File: src/rtl/pipe_hazard_ctrl_if.sv
// Hazard-control bundle between the DLX pipeline stages and the stall/flush sequencer.
// The pipeline side drives hazard info (master); the sequencer drives the enables and statistics (slave).
interface pipe_hazard_ctrl_if #(
    parameter int CNT_W = 16
);
    logic [4:0]       rs1_id;
    logic [4:0]       rs2_id;
    logic             rs1_used_id;
    logic             rs2_used_id;
    logic [4:0]       rd_ex;
    logic             load_ex;
    logic             pc_cmd_ex;
    logic             pc_cmd_id;
    logic             mem_req;
    logic             mem_ready;
    logic             pc_en;
    logic             if_id_en;
    logic             id_ex_en;
    logic             bubble_ex;
    logic             flush_if;
    logic             ex_mem_en;
    logic             mem_wb_en;
    logic             stall_lu;
    logic             mem_timeout_err;
    logic [CNT_W-1:0] stall_count;
    logic [CNT_W-1:0] flush_count;

    modport master (
        output rs1_id, rs2_id, rs1_used_id, rs2_used_id, rd_ex, load_ex,
               pc_cmd_ex, pc_cmd_id, mem_req, mem_ready,
        input  pc_en, if_id_en, id_ex_en, bubble_ex, flush_if, ex_mem_en,
               mem_wb_en, stall_lu, mem_timeout_err, stall_count, flush_count
    );

    modport slave (
        input  rs1_id, rs2_id, rs1_used_id, rs2_used_id, rd_ex, load_ex,
               pc_cmd_ex, pc_cmd_id, mem_req, mem_ready,
        output pc_en, if_id_en, id_ex_en, bubble_ex, flush_if, ex_mem_en,
               mem_wb_en, stall_lu, mem_timeout_err, stall_count, flush_count
    );
endinterface

File: src/rtl/pipe_hazard_ctrl.sv
// Stall/flush sequencer for the 5-stage DLX pipeline: load-use stalls, branch/jump flushes,
// data-memory wait states with timeout, and saturating stall/flush statistics.
module pipe_hazard_ctrl #(
    parameter int MEM_TIMEOUT = 15,
    parameter int CNT_W       = 16
) (
    input  logic             clk,
    input  logic             reset,
    pipe_hazard_ctrl_if.slave bus
);
    localparam int WAIT_W = (MEM_TIMEOUT > 0) ? $clog2(MEM_TIMEOUT + 1) : 1;
    localparam logic [WAIT_W-1:0] WAIT_ONE   = WAIT_W'(1);
    localparam logic [WAIT_W-1:0] WAIT_LIMIT = WAIT_W'(MEM_TIMEOUT);
    localparam logic [CNT_W-1:0]  CNT_ONE    = CNT_W'(1);

    localparam logic [1:0] RUN      = 2'd0;
    localparam logic [1:0] MEM_WAIT = 2'd1;
    localparam logic [1:0] ERROR    = 2'd2;

    logic [1:0]        state_reg, state_next;
    logic [WAIT_W-1:0] wait_cnt_reg, wait_cnt_next, wait_cnt_inc;
    logic [CNT_W-1:0]  stall_count_reg, stall_count_next;
    logic [CNT_W-1:0]  flush_count_reg, flush_count_next;
    logic              timeout_err_reg, timeout_err_next;

    logic [4:0] src_id [2];
    logic [1:0] src_used;
    logic [1:0] src_hit;
    logic       lu_hazard;
    logic       freeze;
    logic       running;
    logic       branch_fire;
    logic       lu_fire;
    logic       jump_fire;

    assign src_id[0]   = bus.rs1_id;
    assign src_id[1]   = bus.rs2_id;
    assign src_used[0] = bus.rs1_used_id;
    assign src_used[1] = bus.rs2_used_id;

    generate
        for (genvar gi = 0; gi < 2; gi++) begin : g_src_cmp
            assign src_hit[gi] = src_used[gi] && (src_id[gi] == bus.rd_ex);
        end
    endgenerate

    // r0 is hard-wired to zero, so a load targeting it never creates a dependency
    assign lu_hazard = bus.load_ex && (bus.rd_ex != 5'd0) && (|src_hit);

    assign freeze = ((state_reg == RUN) && bus.mem_req && !bus.mem_ready) ||
                    ((state_reg == MEM_WAIT) && !bus.mem_ready);

    assign running     = (state_reg != ERROR) && !freeze;
    assign branch_fire = running && bus.pc_cmd_ex;
    assign lu_fire     = running && !bus.pc_cmd_ex && lu_hazard;
    assign jump_fire   = running && !bus.pc_cmd_ex && !lu_hazard && bus.pc_cmd_id;

    always_comb begin
        bus.pc_en     = 1'b0;
        bus.if_id_en  = 1'b0;
        bus.id_ex_en  = 1'b0;
        bus.ex_mem_en = 1'b0;
        bus.mem_wb_en = 1'b0;
        bus.flush_if  = 1'b0;
        bus.bubble_ex = 1'b0;
        bus.stall_lu  = 1'b0;
        if (!reset && running) begin
            bus.id_ex_en  = 1'b1;
            bus.ex_mem_en = 1'b1;
            bus.mem_wb_en = 1'b1;
            // a load-use stall holds PC and IF/ID; a pending jump in ID retries next cycle
            bus.pc_en     = !lu_fire;
            bus.if_id_en  = !lu_fire;
            bus.flush_if  = branch_fire || jump_fire;
            bus.bubble_ex = branch_fire || lu_fire;
            bus.stall_lu  = lu_fire;
        end
    end

    assign wait_cnt_inc = wait_cnt_reg + WAIT_ONE;

    always_comb begin
        state_next       = state_reg;
        wait_cnt_next    = wait_cnt_reg;
        timeout_err_next = timeout_err_reg;
        case (state_reg)
            RUN: begin
                if (freeze) begin
                    state_next    = MEM_WAIT;
                    wait_cnt_next = WAIT_ONE;
                end
            end
            MEM_WAIT: begin
                if (bus.mem_ready) begin
                    state_next    = RUN;
                    wait_cnt_next = '0;
                end else begin
                    // saturate so a disabled timeout never wraps the counter
                    wait_cnt_next = (&wait_cnt_reg) ? wait_cnt_reg : wait_cnt_inc;
                    if ((MEM_TIMEOUT != 0) && (wait_cnt_inc == WAIT_LIMIT)) begin
                        state_next       = ERROR;
                        timeout_err_next = 1'b1;
                    end
                end
            end
            ERROR: state_next = ERROR;
            default: begin
                state_next    = RUN;
                wait_cnt_next = '0;
            end
        endcase
    end

    always_comb begin
        stall_count_next = stall_count_reg;
        flush_count_next = flush_count_reg;
        if ((freeze || lu_fire) && !(&stall_count_reg)) begin
            stall_count_next = stall_count_reg + CNT_ONE;
        end
        if (branch_fire && !(&flush_count_reg)) begin
            flush_count_next = flush_count_reg + CNT_ONE;
        end
    end

    always_ff @(posedge clk) begin
        if (reset) begin
            state_reg       <= RUN;
            wait_cnt_reg    <= '0;
            stall_count_reg <= '0;
            flush_count_reg <= '0;
            timeout_err_reg <= 1'b0;
        end else begin
            state_reg       <= state_next;
            wait_cnt_reg    <= wait_cnt_next;
            stall_count_reg <= stall_count_next;
            flush_count_reg <= flush_count_next;
            timeout_err_reg <= timeout_err_next;
        end
    end

    assign bus.mem_timeout_err = timeout_err_reg;
    assign bus.stall_count     = stall_count_reg;
    assign bus.flush_count     = flush_count_reg;
endmodule

File: src/flat_wrapper.sv
// flat-port wrapper written by rule: the top's interface ports become plain ports
module pipe_hazard_ctrl_flat 
#(
    parameter int MEM_TIMEOUT = 15,
    parameter int CNT_W       = 16
)
  (clk, reset, bus_rs1_id, bus_rs2_id, bus_rs1_used_id, bus_rs2_used_id, bus_rd_ex, bus_load_ex, bus_pc_cmd_ex, bus_pc_cmd_id, bus_mem_req, bus_mem_ready, bus_pc_en, bus_if_id_en, bus_id_ex_en, bus_bubble_ex, bus_flush_if, bus_ex_mem_en, bus_mem_wb_en, bus_stall_lu, bus_mem_timeout_err, bus_stall_count, bus_flush_count);
  pipe_hazard_ctrl_if #(.CNT_W(CNT_W)) bus_i ();
  input  logic clk;
  input  logic reset;
  input wire logic [$bits(bus_i.rs1_id)-1:0] bus_rs1_id;
  input wire logic [$bits(bus_i.rs2_id)-1:0] bus_rs2_id;
  input wire logic [$bits(bus_i.rs1_used_id)-1:0] bus_rs1_used_id;
  input wire logic [$bits(bus_i.rs2_used_id)-1:0] bus_rs2_used_id;
  input wire logic [$bits(bus_i.rd_ex)-1:0] bus_rd_ex;
  input wire logic [$bits(bus_i.load_ex)-1:0] bus_load_ex;
  input wire logic [$bits(bus_i.pc_cmd_ex)-1:0] bus_pc_cmd_ex;
  input wire logic [$bits(bus_i.pc_cmd_id)-1:0] bus_pc_cmd_id;
  input wire logic [$bits(bus_i.mem_req)-1:0] bus_mem_req;
  input wire logic [$bits(bus_i.mem_ready)-1:0] bus_mem_ready;
  output wire logic [$bits(bus_i.pc_en)-1:0] bus_pc_en;
  output wire logic [$bits(bus_i.if_id_en)-1:0] bus_if_id_en;
  output wire logic [$bits(bus_i.id_ex_en)-1:0] bus_id_ex_en;
  output wire logic [$bits(bus_i.bubble_ex)-1:0] bus_bubble_ex;
  output wire logic [$bits(bus_i.flush_if)-1:0] bus_flush_if;
  output wire logic [$bits(bus_i.ex_mem_en)-1:0] bus_ex_mem_en;
  output wire logic [$bits(bus_i.mem_wb_en)-1:0] bus_mem_wb_en;
  output wire logic [$bits(bus_i.stall_lu)-1:0] bus_stall_lu;
  output wire logic [$bits(bus_i.mem_timeout_err)-1:0] bus_mem_timeout_err;
  output wire logic [$bits(bus_i.stall_count)-1:0] bus_stall_count;
  output wire logic [$bits(bus_i.flush_count)-1:0] bus_flush_count;
  assign bus_i.rs1_id = bus_rs1_id;
  assign bus_i.rs2_id = bus_rs2_id;
  assign bus_i.rs1_used_id = bus_rs1_used_id;
  assign bus_i.rs2_used_id = bus_rs2_used_id;
  assign bus_i.rd_ex = bus_rd_ex;
  assign bus_i.load_ex = bus_load_ex;
  assign bus_i.pc_cmd_ex = bus_pc_cmd_ex;
  assign bus_i.pc_cmd_id = bus_pc_cmd_id;
  assign bus_i.mem_req = bus_mem_req;
  assign bus_i.mem_ready = bus_mem_ready;
  assign bus_pc_en = bus_i.pc_en;
  assign bus_if_id_en = bus_i.if_id_en;
  assign bus_id_ex_en = bus_i.id_ex_en;
  assign bus_bubble_ex = bus_i.bubble_ex;
  assign bus_flush_if = bus_i.flush_if;
  assign bus_ex_mem_en = bus_i.ex_mem_en;
  assign bus_mem_wb_en = bus_i.mem_wb_en;
  assign bus_stall_lu = bus_i.stall_lu;
  assign bus_mem_timeout_err = bus_i.mem_timeout_err;
  assign bus_stall_count = bus_i.stall_count;
  assign bus_flush_count = bus_i.flush_count;
  pipe_hazard_ctrl #(.MEM_TIMEOUT(MEM_TIMEOUT), .CNT_W(CNT_W)) u_core (.clk(clk), .reset(reset), .bus(bus_i));
endmodule
File: config.mk
export PLATFORM = sky130hd
export DESIGN_NAME = pipe_hazard_ctrl_flat
export DESIGN_NICKNAME = d
export VERILOG_FILES = /design/src/rtl/pipe_hazard_ctrl_if.sv /design/src/rtl/pipe_hazard_ctrl.sv /design/src/flat_wrapper.sv
export SDC_FILE = /design/constraint.sdc
export NUM_CORES = 1
export LEC_CHECK = 0
export BUFFER_PORTS_ARGS = -buffer_cell sky130_fd_sc_hd__buf_4
export CELL_PAD_IN_SITES_DETAIL_PLACEMENT = 1
export CELL_PAD_IN_SITES_GLOBAL_PLACEMENT = 1
export CORE_MARGIN = 2
export CORE_UTILIZATION = 34
export DETAILED_ROUTE_END_ITERATION = 10
export PLACE_DENSITY = 0.77
export SYNTH_ARGS = -nofsm -noshare
export SYNTH_HDL_FRONTEND = slang
export SYNTH_SLANG_ARGS = --single-unit
File: constraint.sdc
create_clock -name clk -period 1.9 [get_ports clk]
set_input_delay 0.475 -clock clk [delete_from_list [all_inputs] [get_ports clk]]
set_output_delay 0.475 -clock clk [all_outputs]
set_load 0.02 [all_outputs]
Word level (Yosys, flattened, before mapping)
Cells that the tools add are included.

Div/mod/pow operators: 0. Add/subtract/negate cells: 3. $lt $le $gt $ge: 0. Equality and inequality tests: 9. Bitwise logic cells: 2. Shifts and indexed selects: 0. Mux-type cells: 13. Reduce and logical (&&, ||, !) cells: 37. Multipliers: 0.

Operator list (count): adder 16 x 1 -> 16 bit (second input constant) (2); AND reduction 16 bit (2); logical AND 1 bit (16); two-way mux 4 bit (3); case mux 4 bit (3 select lines) (1); == test 5 bit (2); zero test 1 bit (8); two-way mux 2 bit (3); != test 3 bit (second input constant) (2); case mux 2 bit (3 select lines) (1); AND reduction 3 bit (2); two-way mux 1 bit (5); nonzero test 5 bit (1); adder 4 x 1 -> 4 bit (second input constant) (1); == test 4 bit (second input constant) (1); logical OR 1 bit (4); AND reduction 4 bit (1); == test 2 x 1 -> 1 bit (second input constant) (1); == test 2 bit (second input constant) (1); zero test 2 bit (1); != test 2 x 1 -> 1 bit (second input constant) (1); != test 2 bit (second input constant) (1); inverter 1 bit (2); AND reduction 2 bit (1); OR reduction 2 bit (1).

Latch bits: 0. Flip-flop bits (word level): 39. Bits in read-only memories: 0. Logic and storage cells: 69. RAM bits: 0. Bits of input ports: 24. Output and inout port bits: 41. Memories: 0.

Depth between registers and ports, before layout
Gate-level depths: netlist (run 1).

Word-level depth: 11. Depth in mapped cells: 9. Mapped depth without buffers: 7.

Worst setup path before layout (run 1)
Ideal clock, no wire load.

Path type: input -> output. From: in bus_rd_ex[1]. To: out bus_pc_en. Data arrival time: 2.065 ns. Path slack: -0.640 ns. Stages on the path: 5. Buffers on the path: 1. Required time: 1.425 ns. Path through: or4_1 o21ai_1 nor3_2 a21boi_0 buf_4.

Cells in the longest elaborated chain, start to end: 7. Elaborated cells between the ends (all ways): 11. Those cells by class: eq/ne: 2; mux: 1; reduce/logical: 8.

RTL lines: from (decl) (RTL line flat_wrapper.sv:15) `input wire logic [$bits(bus_i.rd_ex)-1:0] bus_rd_ex;`; == test 5 bit (RTL line pipe_hazard_ctrl.sv:43) `assign src_hit[gi] = src_used[gi] && (src_id[gi] == bus.rd_ex);`; logical AND 1 bit (RTL line pipe_hazard_ctrl.sv:43); OR reduction 2 bit (RTL line pipe_hazard_ctrl.sv:48) `assign lu_hazard = bus.load_ex && (bus.rd_ex != 5'd0) && (|src_hit);`; logical AND 1 bit * (RTL line pipe_hazard_ctrl.sv:48); logical AND 1 bit * (RTL line pipe_hazard_ctrl.sv:55) `assign lu_fire = running && !bus.pc_cmd_ex && lu_hazard;`; zero test 1 bit *; two-way mux 1 bit *; to (decl) (RTL line flat_wrapper.sv:21) `output wire logic [$bits(bus_i.pc_en)-1:0] bus_pc_en;`.

Every way passes the cells marked *; elsewhere a longest branch is shown, timed or not.

Worst setup path after layout (run 1)
From: in bus_rd_ex[4]. To: out bus_pc_en.

Cells in the longest elaborated chain, start to end: 7. Elaborated cells between the ends (all ways): 11. Those cells by class: eq/ne: 2; mux: 1; reduce/logical: 8.

RTL lines: == test 5 bit (RTL line pipe_hazard_ctrl.sv:43); logical AND 1 bit (RTL line pipe_hazard_ctrl.sv:43); OR reduction 2 bit (RTL line pipe_hazard_ctrl.sv:48); logical AND 1 bit * (RTL line pipe_hazard_ctrl.sv:48); logical AND 1 bit * (RTL line pipe_hazard_ctrl.sv:55); zero test 1 bit * (RTL line pipe_hazard_ctrl.sv:72) `bus.pc_en = !lu_fire;`; two-way mux 1 bit * (RTL line pipe_hazard_ctrl.sv:67) `if (!reset && running) begin`.

Marks and branches as above.

==> Flow_metrics.wiki, run 1 <==
{| class="wikitable"
! Metric !! Value
|-
| Run status || finished, violations left
|-
| Failing checks || setup timing
|-
| Detailed placement HPWL || 4600 um
|-
| Cells after synthesis || 262
|-
| Worst setup path class || input port to output pin
|-
| Clock Power Share || 37.2%
|-
| Skew final || 0.0109 ns
|-
| Comb pwr share || 18.1%
|-
| Clock tree from TritonCTS || built
|-
| Average wire per standard cell || 16.2 um
|-
| Vias/cell || 5.29
|-
| Port Buf Inserts || 64
|-
| Clock network latency to the later pin of the worst-skew pair || 0.29 ns
|-
| Final #Nets || 390
|-
| Biggest area contributors in the synthesized netlist || sky130_fd_sc_hd__dfxtp_1 (35%), sky130_fd_sc_hd__xnor2_1 (7.2%), sky130_fd_sc_hd__a21oi_1 (5.7%), sky130_fd_sc_hd__nor2_1 (4.6%), sky130_fd_sc_hd__o21ai_0 (3.4%)
|-
| Worst Setup Slack, final || -0.369 ns
|-
| Largest net degree at the start of global routing || 43
|-
| Mean area per synthesized cell || 8.41 sq um
|-
| Sequential power share || 44.7%
|-
| Fraction of the yosys area taken by sequential cells || 35.5%
|-
| Unrepaired setup endpoints after global routing || yes
|-
| Count of unique library cells instantiated by Yosys || 45
|-
| Worst Setup End Kind || output pin
|-
| Y dimension of the die || 84.5 um
|-
| Max clock buf depth || 2
|-
| Via count of the first global-routing pass || 2335
|-
| Number of placed cells counting well taps || 421
|-
| Maximum ir drop on the vdd rail || 0.344 mV
|-
| Warnings, synthesis || 0
|-
| Internal power || 1.40 mW
|-
| Max_cap viols || 0
|-
| CTS Hold Buffers Added || 0
|-
| Final weighted congestion of routability-driven global placement || 0.749
|-
| Number of slew-limit violations in the final report || 0
|-
| Violation count after the first detailed-route iteration || 87
|-
| Number of buffers added by the clock tree synthesis step || 5
|-
| Worst setup SP type || input port
|-
| Clock root buffer || sky130_fd_sc_hd__clkbuf_8
|-
| Post-synthesis instance area || 2200 sq um
|-
| Highest clock frequency the design can meet || 441 MHz
|-
| Switching share of total power || 25.3%
|-
| Syn Nets || 290
|-
| Final worst-path cycle share || 119%
|-
| Power Dens Cells || 547 nW/um^2
|-
| Antenna violations before repair || 0
|-
| Post-synthesis cell type with the largest combined area || sky130_fd_sc_hd__dfxtp_1
|-
| Time the worst path needs with I/O delays and setup || 2.27 ns
|-
| Number of search-and-repair iterations in the first detailed-routing pass || 4
|-
| Post-route non-filler standard cell count || 440
|-
| Leakage || 1.37 nW
|-
| Number of clock sinks || 39
|-
| Overflow left after global routing || 0
|-
| Relative max-transition margin || 67.7%
|-
| Total track usage || 18.3%
|-
| Cell with the largest stage delay on the worst path || sky130_fd_sc_hd__or4_4
|-
| H-Tree Level Count || 2
|-
| Count of state elements after synthesis || 39
|-
| Synth-to-Final Area Change || 55.1%
|-
| Dominant synthesized flop cell || sky130_fd_sc_hd__dfxtp_1
|-
| Final Hold Vio Count || 0
|-
| Net load switching power || 0.473 mW
|-
| First-pass GRT wire length || 10800 um
|-
| Placeable Area || 6310 sq um
|-
| Diodes inserted || 0
|-
| Total number of vias || 2328
|-
| Reg clk slew, reported paths || 0.08 ns
|-
| Layout cell share with drive strength beyond 1 || 44.6%
|-
| Overall die width || 84.5 um
|-
| Data required time of the worst path || 1.42 ns
|-
| Final setup vio count || 21
|-
| Transition time of the tightest slew-check pin || 0.485 ns
|-
| Die Area || 7140 sq um
|-
| Std cell rows || 29
|-
| Biggest cell delay along the critical path || 0.54 ns
|-
| Worst hold path class || flip-flop to flip-flop
|-
| Portion of synthesized cell area occupied by the leading cell type || 35.5%
|-
| Endpoint arrival time on the critical path || 1.79 ns
|-
| Largest fanout on the critical path || 3
|-
| Ordered list of cells on the worst path || buf_8 -> or4_4 -> o21ai_4 -> buf_6 -> nor3_4 -> a21boi_2 -> buf_4
|-
| Number of DRC violations after detailed routing || 0
|-
| Initial cell density of the core || 34.9%
|-
| WHS || 0.462 ns
|-
| Proportion of synthesized flip-flops having asynchronous set or reset || 0%
|-
| Wire length reported by the detailed router || 7110 um
|-
| Number of flops mapped to enable cells by yosys || 0
|-
| Remaining number of nets flagged by the antenna check after routing || 0
|-
| Total I/O pin count || 65
|}
power by group through the flow:
stage | registers, mW | clock network, mW | logic, mW
finish | 0.836 | 0.695 | 0.338
global route | 0.837 | 0.758 | 0.362
CTS | 0.835 | 0.723 | 0.290
detailed placement | 0.855 | 0 | 0.263
global placement | 0.855 | 0 | 0.255
floorplan | 0.864 | 0 | 0.133
synth_stat cells, drive strengths merged (2+ instances only):
cell,count
nand3,11
o21a,2
a21boi,3
mux2i,2
and4,5
nand3b,3
o21ai,16
or3,12
dfxtp,39
nor3b,2
nor2b,4
o211ai,2
a21oi,25
inv,5
nor3,7
nand4,11
buf,10
o31ai,6
ha,4
nand2,15
xor2,4
nor2,27
nand2b,2
or4,6
and3,5
xnor2,18
mux2,3
clkbuf,6
layer usage:
layer  wire length [um]  vias to the layer above  GRT usage [%]
met3                298                        4           3.93
met2               3820                       62           33.9
li1                   -                     1141              -
met5                  0                        -              0
met1               2940                     1121           21.2
met4                 59                        0           4.76
cell usage in the layout (no fill, tap or decap), types with 5 or more instances in the layout:
master	n
sky130_fd_sc_hd__buf_4	94
sky130_fd_sc_hd__dfxtp_1	30
sky130_fd_sc_hd__nor2_1	25
sky130_fd_sc_hd__a21oi_1	20
sky130_fd_sc_hd__nand2_1	15
sky130_fd_sc_hd__xnor2_1	14
sky130_fd_sc_hd__nand4_1	11
sky130_fd_sc_hd__o21ai_0	10
sky130_fd_sc_hd__nand3_1	10
sky130_fd_sc_hd__buf_6	10
sky130_fd_sc_hd__or3_1	9
sky130_fd_sc_hd__dfxtp_2	7
sky130_fd_sc_hd__inv_1	5
sky130_fd_sc_hd__a21oi_2	5
sky130_fd_sc_hd__and3_1	5
sky130_fd_sc_hd__o31ai_1	5
sky130_fd_sc_hd__or4_1	5
sky130_fd_sc_hd__clkbuf_8	5
cell type report:
class                      count  area, sq um
timing repair buffer         109          923
multi-input combinational    202         1470
inverter                       5         18.8
fill                         750         2900
clock buffer                   5         68.8
tap                           77         96.3
sequential                    39          797
clock inverter                 3         43.8
cells by family (layout without fill, tap and decap cells):
logic type	Yosys count	after routing	synth area share, %
compound gates	58	58	15.4
xor+xnor	22	22	8.75
fa+ha+maj	4	4	2.27
buf+inv	21	122	6.82
flops	39	39	35.5
mux	5	5	2.44
simple gates	113	113	28.9
metrics by stage:
stage	area (sq um)	utilization (%)	power, mW	setup WS [ns]	TNS [ns]
2_1_floorplan	2260	-	0.997	-0.274	-0.878
3_3_place_gp	2980	47.2	1.11	-0.384	-6.42
3_5_place_dp	2980	47.2	1.12	-0.437	-7.34
4_1_cts	3210	50.9	1.85	-0.366	-5.16
5_1_grt	3420	54.1	1.96	-0.431	-5.69
6_report	3420	54.1	1.87	-0.369	-4.52
path summary, 6_finish.rpt:
check	start	to	slack (ns)	cells past startpoint
setup reg to reg	u_core.state_reg[0]	u_core.bus.stall_count[13]	-0.13	9
hold / removal	u_core.bus.mem_timeout_err	u_core.bus.mem_timeout_err	0.46	2
hold reg to reg	u_core.bus.mem_timeout_err	u_core.bus.mem_timeout_err	0.46	2
setup / recovery	bus_rd_ex[4]	bus_pc_en	-0.37	7
critical path, delay by kind of cell:
kind | cells | cell delay (ns)
AO/OA/AOI/OAI | 2 | 0.35
buffers and inverters | 3 | 0.39
AND/OR/NAND/NOR | 2 | 0.58
what timing repair did:
action / in CTS / in global routing
endpoints found under the hold margin: 0 / 0
endpoints found under the setup margin: 22 / 30
gates cloned: 0 / 3
gates resized for setup: 19 / 29
setup buffers: 5 / 3
pin swaps: 8 / 10
Note: power is estimated with default switching activity, not from simulation.
==> inputs of run 2 (changes only) <==
==> constraint.sdc (replaced) <==
create_clock -name clk -period 1.9 [get_ports clk]
set_input_delay 0.095 -clock clk [delete_from_list [all_inputs] [get_ports clk]]
set_output_delay 0.095 -clock clk [all_outputs]
set_load 0.02 [all_outputs]
==> run 2 against run 1 <==
Against the previous run: the run now ends clean; sequential share of layout area up 3.0 points; core utilization down 6.3 points; clock skew down 0.0014 ns; clock power up 5.8%; wire length down 15%; final cell count down 4.5%; power down 3.4%; global-route usage down 1.1 points; via count down 5.6%; critical path type is now flip-flop to flip-flop; highest routed layer unchanged.
==> Flow_metrics.wiki, run 2 (synthesized netlist as in run 1, its figures left out) <==
{| class="wikitable"
! Metric !! Value
|-
| Timing startpoint of the critical path || u_core.bus.stall_count[6]
|-
| Tot Pwr || 1.80 mW
|-
| Detailed placement HPWL || 4270 um
|-
| # fillers || 783
|-
| Data required time of the worst path || 2.14 ns
|-
| Remaining number of nets flagged by the antenna check after routing || 0
|-
| Number of DRC violations after detailed routing || 0
|-
| Std cell rows || 29
|-
| Synth-to-Final Area Change || 37.0%
|-
| Overall die width || 84.5 um
|-
| Overflow left after global routing || 0
|-
| Reg clk slew, reported paths || 0.09 ns
|-
| Worst r2r src || u_core.bus.stall_count[6]
|-
| Most common library cell in the layout ignoring fill and taps || sky130_fd_sc_hd__buf_4
|-
| Run status || complete, no violations
|-
| Die Area || 7140 sq um
|-
| Largest net degree at the start of global routing || 46
|-
| Number of search-and-repair iterations in the first detailed-routing pass || 4
|-
| WHS || 0.200 ns
|-
| Power Dens Cells || 598 nW/um^2
|-
| Area of the multi-input gates || 1310 sq um
|-
| Number of clock sinks || 39
|-
| Post-route non-filler standard cell count || 420
|-
| Time the worst path needs with I/O delays and setup || 1.82 ns
|-
| Number of buffers added by the clock tree synthesis step || 5
|-
| Skew final || 0.00944 ns
|-
| Final #Nets || 370
|-
| Final worst-path cycle share || 95.8%
|-
| Sequential cell area || 795 sq um
|-
| Placeable Area || 6310 sq um
|-
| Clock Power Share || 40.7%
|-
| Endpoint arrival time on the critical path || 2.06 ns
|-
| Max clock buf depth || 2
|-
| Vias/cell || 5.23
|-
| Final setup vio count || 0
|-
| Antenna violations before repair || 0
|-
| Switching share of total power || 24.3%
|-
| Transition time of the tightest slew-check pin || 0.496 ns
|-
| Total track usage || 17.2%
|-
| Worst Setup End Kind || flip-flop
|-
| Worst hold path class || input port to flip-flop
|-
| Worst slack, placed || -0.00543 ns
|-
| Comb pwr share || 13.1%
|-
| Clock tree from TritonCTS || built
|-
| Relative max-transition margin || 66.9%
|-
| Worst Setup Slack, final || 0.0794 ns
|-
| Setup tns final || 0 ns
|-
| Clock root buffer || sky130_fd_sc_hd__clkbuf_8
|-
| Final core utilization || 47.8%
|-
| Y dimension of the die || 84.5 um
|-
| Sequential power share || 46.2%
|-
| Number of placed cells counting well taps || 407
|-
| Internal power || 1.37 mW
|-
| Largest fanout on the critical path || 6
|-
| Average wire per standard cell || 14.3 um
|-
| Most used cells in the layout excluding fill and tap cells || sky130_fd_sc_hd__buf_4 (86), sky130_fd_sc_hd__dfxtp_1 (30), sky130_fd_sc_hd__nor2_1 (25)
|-
| Violation count after the first detailed-route iteration || 63
|-
| Worst setup SP type || flip-flop
|-
| Clock network latency to the later pin of the worst-skew pair || 0.30 ns
|-
| Initial cell density of the core || 34.9%
|-
| Layout cell share with drive strength beyond 1 || 35.6%
|-
| H-Tree Level Count || 2
|-
| HP Start || bus_mem_ready
|-
| Unrepaired setup endpoints after global routing || yes
|-
| Final Hold Vio Count || 0
|-
| Maximum ir drop on the vdd rail || 0.382 mV
|-
| First-pass GRT wire length || 10200 um
|-
| Total I/O pin count || 65
|-
| Final weighted congestion of routability-driven global placement || 0.811
|-
| Port Buf Inserts || 64
|-
| Max_cap viols || 0
|-
| Wire length reported by the detailed router || 6020 um
|-
| Total number of vias || 2197
|-
| Leakage || 1.20 nW
|-
| Via count of the first global-routing pass || 2193
|-
| Worst setup path class || flip-flop to flip-flop
|-
| Final instance area || 3020 sq um
|-
| Net load switching power || 0.439 mW
|-
| Diodes inserted || 0
|-
| Number of slew-limit violations in the final report || 0
|-
| Highest clock frequency the design can meet || 549 MHz
|-
| Total placed instance area || 2820 sq um
|}
## run 2: cell count changes in the layout (fill, tap and decap cells not counted), moves of 4 or more
cell,delta
sky130_fd_sc_hd__buf_4,-8
sky130_fd_sc_hd__o21ai_0,+5
sky130_fd_sc_hd__xnor2_1,+4
sky130_fd_sc_hd__buf_6,-9
sky130_fd_sc_hd__xnor2_2,-4
## run 2: power groups by stage
stage                     registers, mW  logic [mW]  clock network [mW]
after floorplan                   0.864       0.124                   0
after global placement            0.854       0.228                   0
after detailed placement          0.854       0.234                   0
after CTS                         0.835       0.235               0.756
after global routing              0.836       0.258               0.809
final                             0.834       0.236               0.735
## run 2: layout make-up
type,instances,share of cell area (%)
Sequential cell,39,26.3
Multi-Input combinational cell,202,43.3
Clock buffer,6,2.74
Tap cell,77,3.19
Inverter,5,0.622
Clock inverter,2,1.16
Timing Repair Buffer,89,22.6
## run 2: final timing paths
kind,endpoint,slack [ns],depth (start not counted)
worst max-delay path,u_core.bus.stall_count[13],0.08,7
worst min-delay path,u_core.state_reg[0],0.20,4
worst max register to register,u_core.bus.stall_count[13],0.08,7
worst min register to register,u_core.bus.mem_timeout_err,0.46,2
## run 2: metal layers
metal | share of wire (%) | track usage (%)
met2 | 48 | 29.3
met1 | 45 | 21.6
met3 | 5.6 | 4.82
met4 | 0.75 | 3.75
met5 | 0 | 0
## run 2: what timing repair did
action	4_1_cts	5_1_grt
resized for setup	0	16
buffers inserted	0	4
setup endpoints to repair	0	19
hold buffers	0	0
## run 2: critical path: stages (launching register included)
cell                      delay (ns)
sky130_fd_sc_hd__dfxtp_4        0.37
sky130_fd_sc_hd__and4_4         0.18
sky130_fd_sc_hd__and4_4         0.22
sky130_fd_sc_hd__nand3_4        0.09
sky130_fd_sc_hd__nand4_1        0.13
sky130_fd_sc_hd__buf_6          0.16
sky130_fd_sc_hd__or4_4          0.48
sky130_fd_sc_hd__a21oi_2        0.12
==> inputs of run 3 (changes only) <==
--- a/config.mk
+++ b/config.mk
@@ -5,13 +5,14 @@
 export SDC_FILE = /design/constraint.sdc
 export NUM_CORES = 1
 export LEC_CHECK = 0
+export ABC_AREA = 1
 export BUFFER_PORTS_ARGS = -buffer_cell sky130_fd_sc_hd__buf_4
 export CELL_PAD_IN_SITES_DETAIL_PLACEMENT = 1
 export CELL_PAD_IN_SITES_GLOBAL_PLACEMENT = 1
 export CORE_MARGIN = 2
-export CORE_UTILIZATION = 34
+export CORE_UTILIZATION = 33
 export DETAILED_ROUTE_END_ITERATION = 10
-export PLACE_DENSITY = 0.77
+export PLACE_DENSITY = 0.78
 export SYNTH_ARGS = -nofsm -noshare
 export SYNTH_HDL_FRONTEND = slang
 export SYNTH_SLANG_ARGS = --single-unit
==> run 3 against run 2 <==
Against the previous run: synthesized cell count is 45% higher; clock power shrank 23%; sequential share of layout area decreased by 1.0 points; die area increased by 13%; wire length is 8.4% higher; hold slack got worse by 0.11 ns; final cell count is 29% higher; critical path depth down 1; critical path type is now flip-flop to output pin; sequential power rose by 3.0%; cell area grew 2.2%; global-route usage shrank 0.92 points; register-to-register slack gained 0.13 ns.
==> Flow_metrics.wiki, run 3 <==
{| class="wikitable"
! Metric !! Value
|-
| Biggest cell delay along the critical path || 0.38 ns
|-
| H-Tree Level Count || 2
|-
| Number of slew-limit violations in the final report || 0
|-
| Wire length reported by the detailed router || 6530 um
|-
| Placeable Area || 7210 sq um
|-
| Number of clock sinks || 39
|-
| Most used cells in the layout excluding fill and tap cells || sky130_fd_sc_hd__nand2_1 (92), sky130_fd_sc_hd__buf_4 (69), sky130_fd_sc_hd__nor2_1 (57)
|-
| Top-count cell post-synth || sky130_fd_sc_hd__nand2_1
|-
| Proportion of synthesized flip-flops having asynchronous set or reset || 0%
|-
| Number of search-and-repair iterations in the first detailed-routing pass || 4
|-
| Comb pwr share || 18.8%
|-
| Number of flops mapped to enable cells by yosys || 0
|-
| Max_cap viols || 0
|-
| Post-route non-filler standard cell count || 543
|-
| Final Hold Vio Count || 0
|-
| Final setup vio count || 0
|-
| Count of state elements after synthesis || 39
|-
| Antenna violations before repair || 0
|-
| Final weighted congestion of routability-driven global placement || 0.819
|-
| Post-synthesis cell type with the largest combined area || sky130_fd_sc_hd__dfxtp_1
|-
| Net load switching power || 0.509 mW
|-
| Overflow left after global routing || 0
|-
| Transition time of the tightest slew-check pin || 0.644 ns
|-
| Setup tns final || 0 ns
|-
| Total number of vias || 2567
|-
| CTS Hold Buffers Added || 0
|-
| Sequential cell area || 781 sq um
|-
| Skew final || 0.00479 ns
|-
| Data required time of the worst path || 1.80 ns
|-
| Highest clock frequency the design can meet || 590 MHz
|-
| Synth cell count leaders || sky130_fd_sc_hd__nand2_1 (92), sky130_fd_sc_hd__nor2_1 (59), sky130_fd_sc_hd__inv_1 (49), sky130_fd_sc_hd__dfxtp_1 (39), sky130_fd_sc_hd__nand3_1 (37)
|-
| Final worst-path cycle share || 89.2%
|-
| Count of unique library cells instantiated by Yosys || 37
|-
| Reg clk slew, reported paths || 0.07 ns
|-
| Average wire per standard cell || 12.0 um
|-
| Synth-to-Final Area Change || 26.5%
|-
| Biggest area contributors in the synthesized netlist || sky130_fd_sc_hd__dfxtp_1 (32%), sky130_fd_sc_hd__nand2_1 (14%), sky130_fd_sc_hd__nor2_1 (9.1%), sky130_fd_sc_hd__nand3_1 (7.6%), sky130_fd_sc_hd__inv_1 (7.5%)
|-
| Violation count after the first detailed-route iteration || 42
|-
| Total track usage || 16.3%
|-
| Area of the multi-input gates || 1380 sq um
|-
| Switching share of total power || 28.9%
|-
| First-pass GRT wire length || 11200 um
|-
| Vias/cell || 4.73
|-
| Clock Power Share || 32.3%
|-
| Internal power || 1.25 mW
|-
| Largest fanout on the critical path || 5
|-
| Clock network latency to the later pin of the worst-skew pair || 0.28 ns
|-
| Leakage || 1.38 nW
|-
| Fraction of the yosys area taken by sequential cells || 32.0%
|-
| Sequential power share || 48.8%
|-
| Unrepaired setup endpoints after global routing || no
|-
| Post-synthesis instance area || 2440 sq um
|-
| Relative max-transition margin || 57.0%
|-
| Worst Setup End Kind || output pin
|-
| Y dimension of the die || 89.9 um
|-
| Number of buffers added by the clock tree synthesis step || 5
|-
| Std cell rows || 31
|-
| Layout cell share with drive strength beyond 1 || 21.6%
|-
| # fillers || 982
|-
| Number of instances resized during post-cts repair || 0
|-
| Time the worst path needs with I/O delays and setup || 1.69 ns
|-
| Ordered list of cells on the worst path || o21ai_4 -> o21ai_2 -> nor2_2 -> inv_1 -> a21oi_1 -> buf_4
|-
| Overall die width || 89.9 um
|-
| Cells after synthesis || 380
|-
| Syn Nets || 408
|-
| Maximum ir drop on the vdd rail || 0.281 mV
|-
| Worst hold path class || input port to flip-flop
|-
| Detailed placement HPWL || 5180 um
|-
| Port Buf Inserts || 64
|-
| Power Dens Cells || 571 nW/um^2
|-
| Die Area || 8090 sq um
|-
| Cell with the largest stage delay on the worst path || sky130_fd_sc_hd__dfxtp_1
|-
| Largest net degree at the start of global routing || 33
|-
| Via count of the first global-routing pass || 2521
|-
| Number of DRC violations after detailed routing || 0
|-
| Most common library cell in the layout ignoring fill and taps || sky130_fd_sc_hd__nand2_1
|-
| Run status || complete, no violations
|-
| Final #Nets || 472
|-
| Total placed instance area || 2980 sq um
|-
| Warnings, synthesis || 0
|-
| Endpoint arrival time on the critical path || 1.60 ns
|-
| Worst setup SP type || flip-flop
|-
| Portion of synthesized cell area occupied by the leading cell type || 32.0%
|-
| Number of placed cells counting well taps || 536
|-
| Final instance area || 3080 sq um
|-
| Worst setup path class || flip-flop to output pin
|-
| Max clock buf depth || 2
|-
| Mean area per synthesized cell || 6.41 sq um
|-
| Clock root buffer || sky130_fd_sc_hd__clkbuf_8
|-
| Number of setup buffers added after CTS || 0
|-
| Initial cell density of the core || 33.8%
|-
| Total I/O pin count || 65
|-
| Dominant synthesized flop cell || sky130_fd_sc_hd__dfxtp_1
|-
| Clock tree from TritonCTS || built
|-
| Remaining number of nets flagged by the antenna check after routing || 0
|-
| Diodes inserted || 0
|}
run 3: cell types whose count changed after synthesis, moves of 4 or more:
| cell | change |
|---|---|
| sky130_fd_sc_hd__inv_1 | +44 |
| sky130_fd_sc_hd__nor2b_1 | -4 |
| sky130_fd_sc_hd__o21ai_0 | -7 |
| sky130_fd_sc_hd__o21ai_1 | +4 |
| sky130_fd_sc_hd__a21oi_1 | +6 |
| sky130_fd_sc_hd__nand4_1 | -5 |
| sky130_fd_sc_hd__o31ai_1 | -6 |
| sky130_fd_sc_hd__nand3_1 | +27 |
| sky130_fd_sc_hd__or3_1 | -12 |
| sky130_fd_sc_hd__xnor2_1 | -15 |
| sky130_fd_sc_hd__or4_1 | -6 |
| sky130_fd_sc_hd__nand2_1 | +77 |
| sky130_fd_sc_hd__nor2_1 | +32 |
run 3: routing by layer:
layer / vias to the layer above / wire length (um) / GRT usage [%]
li1: 1342 / - / -
met1: 1184 / 2980 / 19.7
met3: 4 / 219 / 2.85
met2: 37 / 3320 / 31.0
met5: - / 0 / 0
met4: 0 / 14 / 1.54
run 3: cell families after synthesis:
group	after synthesis	share of synthesized area, %
flip-flops	39	32.0
adder cells (fa/ha/maj)	4	2.05
XOR/XNOR	5	1.80
AND/OR/NAND/NOR	218	40.2
AO/OA/AOI/OAI	52	12.1
buffers and inverters	62	11.8
run 3: power by group through the flow:
stage               clock network (mW)  registers (mW)  logic [mW]
global route                     0.618           0.862       0.373
finish                           0.569           0.859       0.331
CTS                              0.595           0.859       0.337
global placement                     0           0.877       0.325
detailed placement                   0           0.878       0.335
floorplan                            0           0.886       0.221
run 3: worst paths after layout:
| check | startpoint | to | slack (ns) | depth (start not counted) |
|---|---|---|---|---|
| worst max-delay path | u_core.state_reg[0] | bus_bubble_ex | 0.21 | 6 |
| worst min-delay path | reset | u_core.bus.flush_count[8] | 0.09 | 2 |
| worst max register to register | u_core.bus.flush_count[0] | u_core.bus.flush_count[12] | 0.21 | 7 |
| worst min register to register | u_core.wait_cnt_reg[3] | u_core.wait_cnt_reg[3] | 0.50 | 2 |
run 3: final cells by class:
type / instances / share of cell area, %
Multi-Input combinational cell: 279 / 44.8
Sequential cell: 39 / 25.3
Timing Repair Buffer: 69 / 16.8
Inverter: 50 / 6.17
Tap cell: 99 / 4.02
Clock buffer: 6 / 2.68
Clock inverter: 1 / 0.162
run 3: metrics by stage:
| stage | hold slack, ns | util (%) | power [mW] | setup slack, ns |
|---|---|---|---|---|
| final | 0.0863 | 42.7 | 1.76 | 0.206 |
| after global routing | 0.0860 | 42.7 | 1.85 | 0.00926 |
| after CTS | 0.0768 | 42.5 | 1.79 | 0.0376 |
| after detailed placement | 0.385 | 41.3 | 1.21 | 0.0567 |
| after global placement | 0.382 | 41.3 | 1.20 | 0.102 |
| after floorplan | 0.299 | - | 1.11 | 0.236 |
run 3: worst max-delay path: cells and delay by family (launching register included):
family                 cells  cell delay [ns]
buffers and inverters      2             0.24
AND/OR/NAND/NOR            1             0.19
AO/OA/AOI/OAI              3             0.50
flip-flops                 1             0.38
